`config.mk`:
```
export PLATFORM = sky130hd
export DESIGN_NAME = frame_scan_ctrl
export DESIGN_NICKNAME = d
export VERILOG_FILES = /design/src/rtl/frame_scan_ctrl.sv
export SDC_FILE = /design/constraint.sdc
export NUM_CORES = 1
export LEC_CHECK = 0
export ABC_CLOCK_PERIOD_IN_PS = 1800
export CORE_MARGIN = 5
export CORE_UTILIZATION = 45
export DETAILED_ROUTE_END_ITERATION = 6
export HOLD_SLACK_MARGIN = 0.12
export PLACE_DENSITY = 0.73
export SYNTH_ARGS = -nofsm -noshare
export SYNTH_HDL_FRONTEND = slang
export SYNTH_SLANG_ARGS = --single-unit
```
`constraint.sdc`:
```
create_clock -name clk -period 1.8 [get_ports clk]
set_input_delay 0.45 -clock clk [delete_from_list [all_inputs] [get_ports clk]]
set_output_delay 0.45 -clock clk [all_outputs]
set_load 0.005 [all_outputs]
```
`src/rtl/frame_scan_ctrl.sv`:
```
// Frame-buffer scan sequencer: issues read addresses for one 80x60 frame and
// aligns pixel coordinates and sof/eol/eof strobes with the returned data.
module frame_scan_ctrl #(
  parameter int c_img_cols    = 80,
  parameter int c_img_rows    = 60,
  parameter int c_nb_img_pxls = 13,
  parameter int c_nb_cols     = 7,
  parameter int c_nb_rows     = 6,
  parameter int c_rd_lat      = 1
) (
  input  logic                     clk,
  input  logic                     rst,
  input  logic                     enable,
  input  logic                     frame_rdy,
  input  logic                     proc_rdy,
  output logic [c_nb_img_pxls-1:0] orig_addr,
  output logic                     orig_en,
  output logic                     pxl_vld,
  output logic [c_nb_cols-1:0]     pxl_col,
  output logic [c_nb_rows-1:0]     pxl_row,
  output logic                     sof,
  output logic                     eol,
  output logic                     eof,
  output logic [c_nb_img_pxls-1:0] proc_addr,
  output logic                     proc_we,
  output logic                     busy,
  output logic                     frame_done,
  output logic [7:0]               frame_cnt,
  output logic                     overrun
);

  localparam logic [c_nb_img_pxls-1:0] LAST_ADDR = c_nb_img_pxls'(c_img_cols * c_img_rows - 1);
  localparam logic [c_nb_cols-1:0]     LAST_COL  = c_nb_cols'(c_img_cols - 1);
  localparam logic [c_nb_rows-1:0]     LAST_ROW  = c_nb_rows'(c_img_rows - 1);

  typedef enum logic [2:0] {
    ST_IDLE  = 3'd0,
    ST_WAIT  = 3'd1,
    ST_SCAN  = 3'd2,
    ST_FLUSH = 3'd3,
    ST_DONE  = 3'd4
  } state_t;

  typedef struct packed {
    logic                     vld;
    logic                     sof;
    logic                     eol;
    logic                     eof;
    logic [c_nb_img_pxls-1:0] addr;
    logic [c_nb_cols-1:0]     col;
    logic [c_nb_rows-1:0]     row;
  } stage_t;

  state_t                   state_q, state_d;
  logic [c_nb_img_pxls-1:0] addr_q, addr_d;
  logic [c_nb_cols-1:0]     col_q, col_d;
  logic [c_nb_rows-1:0]     row_q, row_d;
  stage_t [c_rd_lat-1:0]    pipe_q, pipe_d;
  logic                     pending_q, pending_d;
  logic                     overrun_q, overrun_d;
  logic [7:0]               frame_cnt_q, frame_cnt_d;

  stage_t stage_in_s;
  stage_t tail_s;
  logic   active_s;
  logic   advance_s;
  logic   xfer_s;

  assign active_s  = (state_q == ST_SCAN) || (state_q == ST_FLUSH);
  assign advance_s = proc_rdy & active_s;
  assign tail_s    = pipe_q[c_rd_lat-1];
  assign xfer_s    = tail_s.vld & proc_rdy;

  // State sequencing plus pending / overrun / frame count bookkeeping
  always_comb begin
    state_d     = state_q;
    pending_d   = pending_q;
    overrun_d   = overrun_q;
    frame_cnt_d = frame_cnt_q;

    // A request arriving while a frame is in flight is remembered once; a second one is lost
    if (frame_rdy && (active_s || (state_q == ST_DONE))) begin
      if (pending_q) begin
        overrun_d = 1'b1;
      end else begin
        pending_d = 1'b1;
      end
    end else begin
      overrun_d = overrun_q;
    end

    case (state_q)
      ST_IDLE: begin
        if (enable) begin
          state_d = ST_WAIT;
        end else begin
          state_d = ST_IDLE;
        end
      end
      ST_WAIT: begin
        if (!enable) begin
          state_d = ST_IDLE;
        end else if (frame_rdy || pending_q) begin
          state_d   = ST_SCAN;
          pending_d = 1'b0;
        end else begin
          state_d = ST_WAIT;
        end
      end
      ST_SCAN: begin
        if (advance_s && (addr_q == LAST_ADDR)) begin
          state_d = ST_FLUSH;
        end else begin
          state_d = ST_SCAN;
        end
      end
      ST_FLUSH: begin
        if (xfer_s && tail_s.eof) begin
          state_d = ST_DONE;
        end else begin
          state_d = ST_FLUSH;
        end
      end
      ST_DONE: begin
        frame_cnt_d = frame_cnt_q + 8'd1;
        if (pending_q && enable) begin
          // The stored request is consumed; a request in this same cycle takes its place
          state_d   = ST_SCAN;
          pending_d = frame_rdy;
          overrun_d = overrun_q;
        end else if (enable) begin
          state_d = ST_WAIT;
        end else begin
          state_d = ST_IDLE;
        end
      end
      default: begin
        state_d = ST_IDLE;
      end
    endcase
  end

  // Address/coordinate counters and the read-latency alignment pipe
  always_comb begin
    addr_d     = addr_q;
    col_d      = col_q;
    row_d      = row_q;
    pipe_d     = pipe_q;
    stage_in_s = '0;

    if (state_q == ST_SCAN) begin
      stage_in_s.vld  = 1'b1;
      stage_in_s.sof  = (addr_q == '0);
      stage_in_s.eol  = (col_q == LAST_COL);
      stage_in_s.eof  = (addr_q == LAST_ADDR);
      stage_in_s.addr = addr_q;
      stage_in_s.col  = col_q;
      stage_in_s.row  = row_q;
    end else begin
      stage_in_s = '0;
    end

    if ((state_q != ST_SCAN) && (state_d == ST_SCAN)) begin
      addr_d = '0;
      col_d  = '0;
      row_d  = '0;
    end else if (advance_s) begin
      for (int i = c_rd_lat - 1; i > 0; i--) begin
        pipe_d[i] = pipe_q[i-1];
      end
      pipe_d[0] = stage_in_s;
      if (state_q == ST_SCAN) begin
        // Row-major walk: the linear address tracks row*cols+col by plain increment
        addr_d = (addr_q == LAST_ADDR) ? '0 : addr_q + c_nb_img_pxls'(1'b1);
        if (col_q == LAST_COL) begin
          col_d = '0;
          row_d = (row_q == LAST_ROW) ? '0 : row_q + c_nb_rows'(1'b1);
        end else begin
          col_d = col_q + c_nb_cols'(1'b1);
          row_d = row_q;
        end
      end else begin
        addr_d = addr_q;
        col_d  = col_q;
        row_d  = row_q;
      end
    end else begin
      addr_d = addr_q;
      col_d  = col_q;
      row_d  = row_q;
      pipe_d = pipe_q;
    end
  end

  // State and datapath registers
  always_ff @(posedge clk or negedge rst) begin
    if (!rst) begin
      state_q     <= ST_IDLE;
      addr_q      <= '0;
      col_q       <= '0;
      row_q       <= '0;
      pipe_q      <= '0;
      pending_q   <= 1'b0;
      overrun_q   <= 1'b0;
      frame_cnt_q <= 8'd0;
    end else begin
      state_q     <= state_d;
      addr_q      <= addr_d;
      col_q       <= col_d;
      row_q       <= row_d;
      pipe_q      <= pipe_d;
      pending_q   <= pending_d;
      overrun_q   <= overrun_d;
      frame_cnt_q <= frame_cnt_d;
    end
  end

  assign orig_addr  = addr_q;
  assign orig_en    = advance_s;
  assign pxl_vld    = tail_s.vld;
  assign pxl_col    = tail_s.col;
  assign pxl_row    = tail_s.row;
  assign sof        = tail_s.sof;
  assign eol        = tail_s.eol;
  assign eof        = tail_s.eof;
  assign proc_addr  = tail_s.addr;
  assign proc_we    = xfer_s;
  assign busy       = active_s;
  assign frame_done = (state_q == ST_DONE);
  assign frame_cnt  = frame_cnt_q;
  assign overrun    = overrun_q;

endmodule

```
==> summary.txt, run 1 <==
Logic synthesis
  • Primary FF master, synth: dfrtp_1
  • Largest family of logic cells by synthesized area: compound AO/OA/AOI/OAI gates
  • Post-Synth Adder-Cell Area: 0.0195
  • Synthesis-stage register bit count: 69
  • Syn nets: 315
  • Area share of and/or/nand/nor cells after synthesis: 0.183
  • Register area share after synthesis: 0.539
  • Number of synthesized flops with an enable pin: 0
  • Synth unique cells: 50
  • Synth area leader: dfrtp_1
  • Synth Instances: 305
  • Syn Area/Cell: 10.5 um^2
  • Synth top area share: 0.539
  • Yosys Warn Count: 0
  • Mux contribution to synthesized area: 0.00703
  • Synth Area in Compound Gates: 0.191
  • Synth Cell Area: 0.00320 mm^2
  • Main area contributors after synthesis: dfrtp_1, a22o_1, nand2_1, a21oi_1, o21ai_0
  • Ys async rst share: 1.00
  • Synth Area in XOR/XNOR: 0.0274

Worst setup path
  • CP Data Required Time: 2.03 ns
  • Slowest Stage Delay on Critical Path: 0.55 ns
  • Crit path launch type: register
  • FF-to-FF End: orig_addr[9]$_DFFE_PN0P_
  • R2R cell count: 7
  • Arrival time at the worst endpoint: 2.11 ns
  • Slowest-stage cell, CP: or4_4
  • WS Path Type: register to register
  • Crit path max fanout: 4
  • Reg2Reg Launch Point: orig_addr[8]$_DFFE_PN0P_
  • Crit end category: register
  • Reg2reg setup slack: -0.08 ns
  • Critical path, cell by cell: or4_4 -> buf_6 -> nor4_4 -> buf_4 -> a21oi_1 -> nand2_1 -> a31oi_1

Finish
  • Post-route core utilization: 0.715
  • Commonest non-fill, non-tap cell in the layout: dfrtp_1
  • Antenna Cells: 0
  • Filler instances: 478
  • Final #Nets: 453
  • Layout cell share with drive strength beyond 1: 0.299
  • Most frequent cells in the layout: dfrtp_1, buf_4, clkdlybuf4s50_1, nand2_1, a22o_1
  • Fin cells: 544
  • Area growth from synthesis to layout: 53.4%

STA
  • Setup-failing EPs final: 8
  • Worst clock skew: 0.00514 ns
  • Final worst-path setup slack: -0.0760 ns
  • Max-slew headroom: 0.696
  • Max Slew Vio Count: 0
  • Tightest Pin Transition: 0.457 ns
  • FMAX: 533 MHz
  • Tcrit/Tclk final: 1.04
  • RSZ-0062 raised after global routing: yes
  • Crit path time final: 1.88 ns
  • Hold Vio Cnt, Final: 0

Die
  • Die W: 94.4 um
  • Die span in y: 94.4 um
  • Core ar.: 0.00687 mm^2
  • Initial Util: 0.466
  • # rows: 30
  • I/O pin count: 61
  • Die ar.: 0.00890 mm^2

Routing
  • DRC viols: 0
  • Total wire length: 9950 um
  • Routed via count: 3075
  • Router iterations before antenna repair: 5
  • Iter 0 DRT Violations: 161
  • Final ANT Viol Nets: 0
  • Vias per cell: 5.65
  • WL/cell: 18.3 um

Pwr
  • Switch share: 0.323
  • Power Internal: 3.71 mW
  • Power Density: 1120 mW/mm^2
  • Peak supply drop: 0.519 mV
  • Flop pwr share: 0.352
  • Combinational Power Share: 0.364
  • Static leakage: 2.40 nW
  • Clk pwr share: 0.284
  • P_sw: 1.77 mW

Global route
  • Total global routing overflow: 0
  • Gr usage total: 0.218
  • Vias in the first global route: 2953
  • Initial antenna violation count: 0
  • First-pass GRT wire length: 14900 um
  • Largest net degree at the start of global routing: 33

Clock network
  • CTS Root Cell: clkbuf_8
  • CTS buffer count: 9
  • CTS tree: built
  • # H-tree levels: 3
  • Clock transition at path regs: 0.08 ns
  • Skew-Pair Late Insertion Delay: 0.35 ns
  • Clock sinks: 69
  • Clock buffer depth: 2

Placed design
  • IO Port Bufs: 60
  • Placer Congestion: 0.863
  • Pre-CTS WS: -0.600 ns
  • Hpwl dp: 5990 um
  • Dpl cells: 499

Run status
  • Failing checks: setup timing
  • Outcome: finished, violations left

Hold path
  • Hold Path End: frame_cnt[7]$_DFFE_PN0P_
  • Hold path cells: 1
  • Hold path startpoint: frame_cnt[7]$_DFFE_PN0P_
  • Min-Delay Path Class: register to register

Job
  • Max cap viols: 0
-- metrics by stage --
stage | hold slack [ns] | area [um^2] | setup TNS (ns) | power [mW]
2_1_floorplan | 0.154 | 3210 | -0.0174 | 2.71
3_3_place_gp | 0.394 | 4300 | -13.60 | 3.63
3_5_place_dp | 0.394 | 4300 | -16.67 | 3.68
4_1_cts | 0.478 | 4710 | -0.507 | 5.32
5_1_grt | 0.492 | 4910 | -1.29 | 5.76
6_report | 0.476 | 4910 | -0.337 | 5.48
-- per-layer routing --
metal | routed length, um | global-route usage | up-vias
met5 | 0 | 0 | -
met4 | 245 | 0.119 | 0
met3 | 615 | 0.0478 | 27
met2 | 5010 | 0.346 | 124
met1 | 4080 | 0.277 | 1535
li1 | - | - | 1389
-- cells in the mapped netlist, types with 3 or more instances --
| cell | count |
|---|---|
| dfrtp_1 | 69 |
| nand2_1 | 35 |
| a22o_1 | 24 |
| nor2_1 | 17 |
| a21oi_1 | 14 |
| o21ai_0 | 13 |
| clkbuf_1 | 12 |
| nand3_1 | 12 |
| inv_1 | 9 |
| nand4_1 | 9 |
| o21ai_1 | 9 |
| and3_1 | 7 |
| a31oi_1 | 6 |
| o31ai_1 | 6 |
| xnor2_1 | 6 |
| ha_1 | 5 |
| nor2b_1 | 4 |
| xor2_1 | 4 |
| and2_1 | 3 |
| buf_2 | 3 |
| nor3_1 | 3 |
-- worst max path at each step --
stage	slack, ns	to	start	cells past startpoint
3_3_place_gp	-0.53	row_q[3]$_DFFE_PN0P_	proc_rdy	7
4_1_cts	-0.09	orig_addr[11]$_DFFE_PN0P_	orig_addr[11]$_DFFE_PN0P_	6
2_1_floorplan	-0.02	row_q[0]$_DFFE_PN0P_	col_q[0]$_DFFE_PN0P_	6
5_1_grt	-0.13	orig_addr[1]$_DFFE_PN0P_	orig_addr[8]$_DFFE_PN0P_	6
3_5_place_dp	-0.60	row_q[4]$_DFFE_PN0P_	proc_rdy	7
6_report	-0.08	orig_addr[9]$_DFFE_PN0P_	orig_addr[8]$_DFFE_PN0P_	7
-- worst max-delay path, delay by kind of cell, from the launching register on --
family	cells	cell delay, ns
AND/OR/NAND/NOR	3	0.86
flip-flops	1	0.42
AO/OA/AOI/OAI	2	0.14
buffers and inverters	2	0.33
-- logic make-up (layout without fill, tap and decap cells) --
logic type,count (synthesis),count (layout)
simple gates,109,109
compound gates,85,85
flops,69,69
buf+inv,25,168
xor+xnor,10,10
fa+ha+maj,5,5
mux,2,2
-- layout make-up --
type	count	area, um^2	area share
Multi-Input combinational cell	211	1510	0.307
Tap cell	96	120	0.0245
Sequential cell	69	1730	0.352
Inverter	9	33.8	0.00688
Timing Repair Buffer	143	1280	0.260
Clock inverter	6	110	0.0224
Clock buffer	10	138	0.0280
-- timing repair --
item	CTS	global route
endpoints found under the setup margin	39	34
pin swaps	11	9
endpoints found under the hold margin	13	0
gates resized for setup	39	30
hold buffers	1	0
setup buffers	13	18
-- registers in the layout, summed over array words and instances, names as in the netlist --
signal	count
sof	1
state_q	3
overrun	1
orig_addr	13
pxl_row	6
pxl_col	7
frame_cnt	8
pxl_vld	1
col_q	7
eof	1
pending_q	1
eol	1
proc_addr	13
row_q	6
-- power groups by stage --
stage | registers, mW | clock network [mW] | logic, mW
2_1_floorplan | 1.98 | 0 | 0.734
6_report | 1.93 | 1.55 | 1.99
3_5_place_dp | 1.95 | 0 | 1.73
4_1_cts | 1.92 | 1.58 | 1.82
5_1_grt | 1.95 | 1.66 | 2.15
3_3_place_gp | 1.94 | 0 | 1.69
(Power assumes the default switching activity.)
==> run 2, diff against run 1 <==
Settings changed: SKIP_LAST_GASP set to 1.
==> run 2 against run 1 <==
  * The flow still finishes with violations (setup timing)
  * Clock skew hardly changed
  * Sequential share of layout area down 0.080 points
  * Routed wire length decreased by 0.45%
  * Critical endpoint unchanged
  * Fmax shrank 0.66%
==> summary.txt, run 2 (synthesis results as in run 1) <==
Run status
  • Outcome: finished, violations left
  • Failing checks: setup timing

STA
  • FMAX: 530 MHz (-0.66%)
  • Tcrit/Tclk final: 1.05 (+0.00689)
  • Tightest Pin Transition: 0.463 ns (+0.00640 ns)
  • Max-slew headroom: 0.691 (-0.00426)
  • WHS: 0.474 ns (-0.00218 ns)
  • Max Slew Vio Count: 0 (unchanged)
  • Setup-failing EPs final: 10 (+2)
  • Worst clock skew: 0.00556 ns (+0.000419 ns)
  • Setup Total Neg Slack: -0.445 ns (-0.108 ns)
  • Crit path time final: 1.89 ns (+0.0124 ns)
  • RSZ-0062 raised after global routing: yes
  • Hold Vio Cnt, Final: 0 (unchanged)
  • Final worst-path setup slack: -0.0884 ns (-0.0124 ns)

Routing
  • Total wire length: 9910 um (-0.45%)
  • Vias per cell: 5.62 (-0.57%)
  • Final ANT Viol Nets: 0 (unchanged)
  • DRC viols: 0 (unchanged)
  • Router iterations before antenna repair: 4 (-1)
  • WL/cell: 18.2 um (-0.63%)
  • Routed via count: 3063 (-0.39%)
  • Iter 0 DRT Violations: 148 (-8.1%)

Worst setup path
  • Crit path launch type: register
  • Reg2Reg Launch Point: orig_addr[8]$_DFFE_PN0P_
  • Crit path max fanout: 4 (unchanged)
  • Buffers & Inverters on Critical Path: 2 (unchanged)
  • CP Data Required Time: 2.03 ns (about the same)
  • Arrival time at the worst endpoint: 2.12 ns (about the same)
  • Slowest Stage Delay on Critical Path: 0.56 ns (about the same)
  • Critical path, cell by cell: or4_4 -> buf_6 -> nor4_4 -> buf_4 -> a21oi_1 -> nand2_1 -> a31oi_1
  • R2R cell count: 7 (unchanged)
  • Reg2reg setup slack: -0.09 ns (about the same)
  • Crit end category: register
  • Kind of cell adding the most delay to the critical path: simple AND/OR/NAND/NOR gates
  • Slowest-stage cell, CP: or4_4
  • FF-to-FF End: orig_addr[9]$_DFFE_PN0P_
  • WS Path Type: register to register

Global route
  • Gr usage total: 0.218 (unchanged)
  • Total global routing overflow: 0 (unchanged)
  • Vias in the first global route: 2945 (-0.27%)
  • First-pass GRT wire length: 14900 um (about the same)
  • Initial antenna violation count: 0 (unchanged)
  • Largest net degree at the start of global routing: 33 (unchanged)

Hold path
  • Min-Delay Path Class: register to register
  • Hold path cells: 1 (unchanged)
  • Hold Path End: frame_cnt[7]$_DFFE_PN0P_
  • Hold path startpoint: frame_cnt[7]$_DFFE_PN0P_

Die
  • Core ar.: 0.00687 mm^2 (unchanged)
  • Die ar.: 0.00890 mm^2 (unchanged)
  • Initial Util: 0.466 (unchanged)
  • I/O pin count: 61 (unchanged)
  • Die W: 94.4 um (unchanged)
  • # rows: 30 (unchanged)
  • Die span in y: 94.4 um (unchanged)

Finish
  • Layout cell share with drive strength beyond 1: 0.303 (+0.00379)
  • Filler instances: 476 (-0.42%)
  • Antenna Cells: 0 (unchanged)
  • Final #Nets: 454 (+0.22%)
  • Finished Cell Area: 0.00492 mm^2 (+0.23%)
  • Post-route core utilization: 0.717 (+0.00164)
  • Most frequent cells in the layout: dfrtp_1, buf_4, clkdlybuf4s50_1, nand2_1, a22o_1
  • Area growth from synthesis to layout: 53.7%

Clock network
  • Clock buffer depth: 2 (unchanged)
  • CTS Root Cell: clkbuf_8
  • CTS buffer count: 9 (unchanged)
  • # H-tree levels: 3 (unchanged)
  • CTS tree: built
  • Clock sinks: 69 (unchanged)
  • Clock transition at path regs: 0.08 ns (about the same)
  • Skew-Pair Late Insertion Delay: 0.35 ns (about the same)

Pwr
  • Static leakage: 2.42 nW (+0.65%)
  • Power Density: 1120 mW/mm^2 (+0.12%)
  • Peak supply drop: 0.519 mV (-0.11%)

Job
  • Max cap viols: 0 (unchanged)

Placed design
  • IO Port Bufs: 60 (unchanged)
  • Placed cell areas: 0.00430 mm^2 (unchanged)
  • Placer Congestion: 0.863 (unchanged)
  • Hpwl dp: 5990 um (unchanged)
[run 2: cell count changes in the layout (fill, tap and decap cells not counted), sizes merged]
cell	before	now
dlygate4sd2	11	10
clkbuf	13	14
dlymetal6s2s	4	5
buf	83	84
clkdlybuf4s15	1	0
[run 2: power breakdown]
part           internal (mW)  total [mW]  switching (mW)
clock                  0.955        1.57           0.611
combinational           1.00        2.01            1.01
sequential              1.77        1.92           0.156
total                   3.72        5.50            1.78
[run 2: timing repair]
action                                 CTS  global route
gates cloned                             0             0
endpoints found under the hold margin   13             0
gates resized for setup                 35            34
hold buffers                             1             0
buffers inserted                        13            19
pin swaps                               10             9
setup endpoints to repair               39            34
[run 2: worst max path at each step]
stage                                  start                       end  depth (start not counted)
floorplan               col_q[0]$_DFFE_PN0P_      row_q[0]$_DFFE_PN0P_                          6
global placement                    proc_rdy      row_q[3]$_DFFE_PN0P_                          7
detailed placement                  proc_rdy      row_q[4]$_DFFE_PN0P_                          7
CTS                                 proc_rdy                   proc_we                          4
global route        orig_addr[8]$_DFFE_PN0P_  orig_addr[1]$_DFFE_PN0P_                          6
finish              orig_addr[8]$_DFFE_PN0P_  orig_addr[9]$_DFFE_PN0P_                          7
[run 2: routing by layer]
layer  global-route usage  vias up  part of all wire
met2                0.347      103              0.50
met3               0.0478       22             0.057
li1                     -     1393                 -
met1                0.277     1545              0.42
met4                0.118        0             0.024
met5                    0        -                 0
[run 2: per-stage QoR]
stage | setup WS (ns) | std cells | power [mW]
finish | -0.0884 | 545 | 5.50
global route | -0.149 | 545 | 5.77
CTS | -0.185 | 527 | 5.31
detailed placement | -0.600 | 499 | 3.68
global placement | -0.534 | 499 | 3.63
floorplan | -0.0174 | 305 | 2.71
[run 2: final cells by class]
type	count	area, um^2	area share
Inverter	9	33.8	0.00686
Clock buffer	10	138	0.0280
Timing Repair Buffer	144	1280	0.260
Sequential cell	69	1730	0.351
Tap cell	96	120	0.0244
Clock inverter	6	110	0.0224
Multi-Input combinational cell	211	1510	0.307
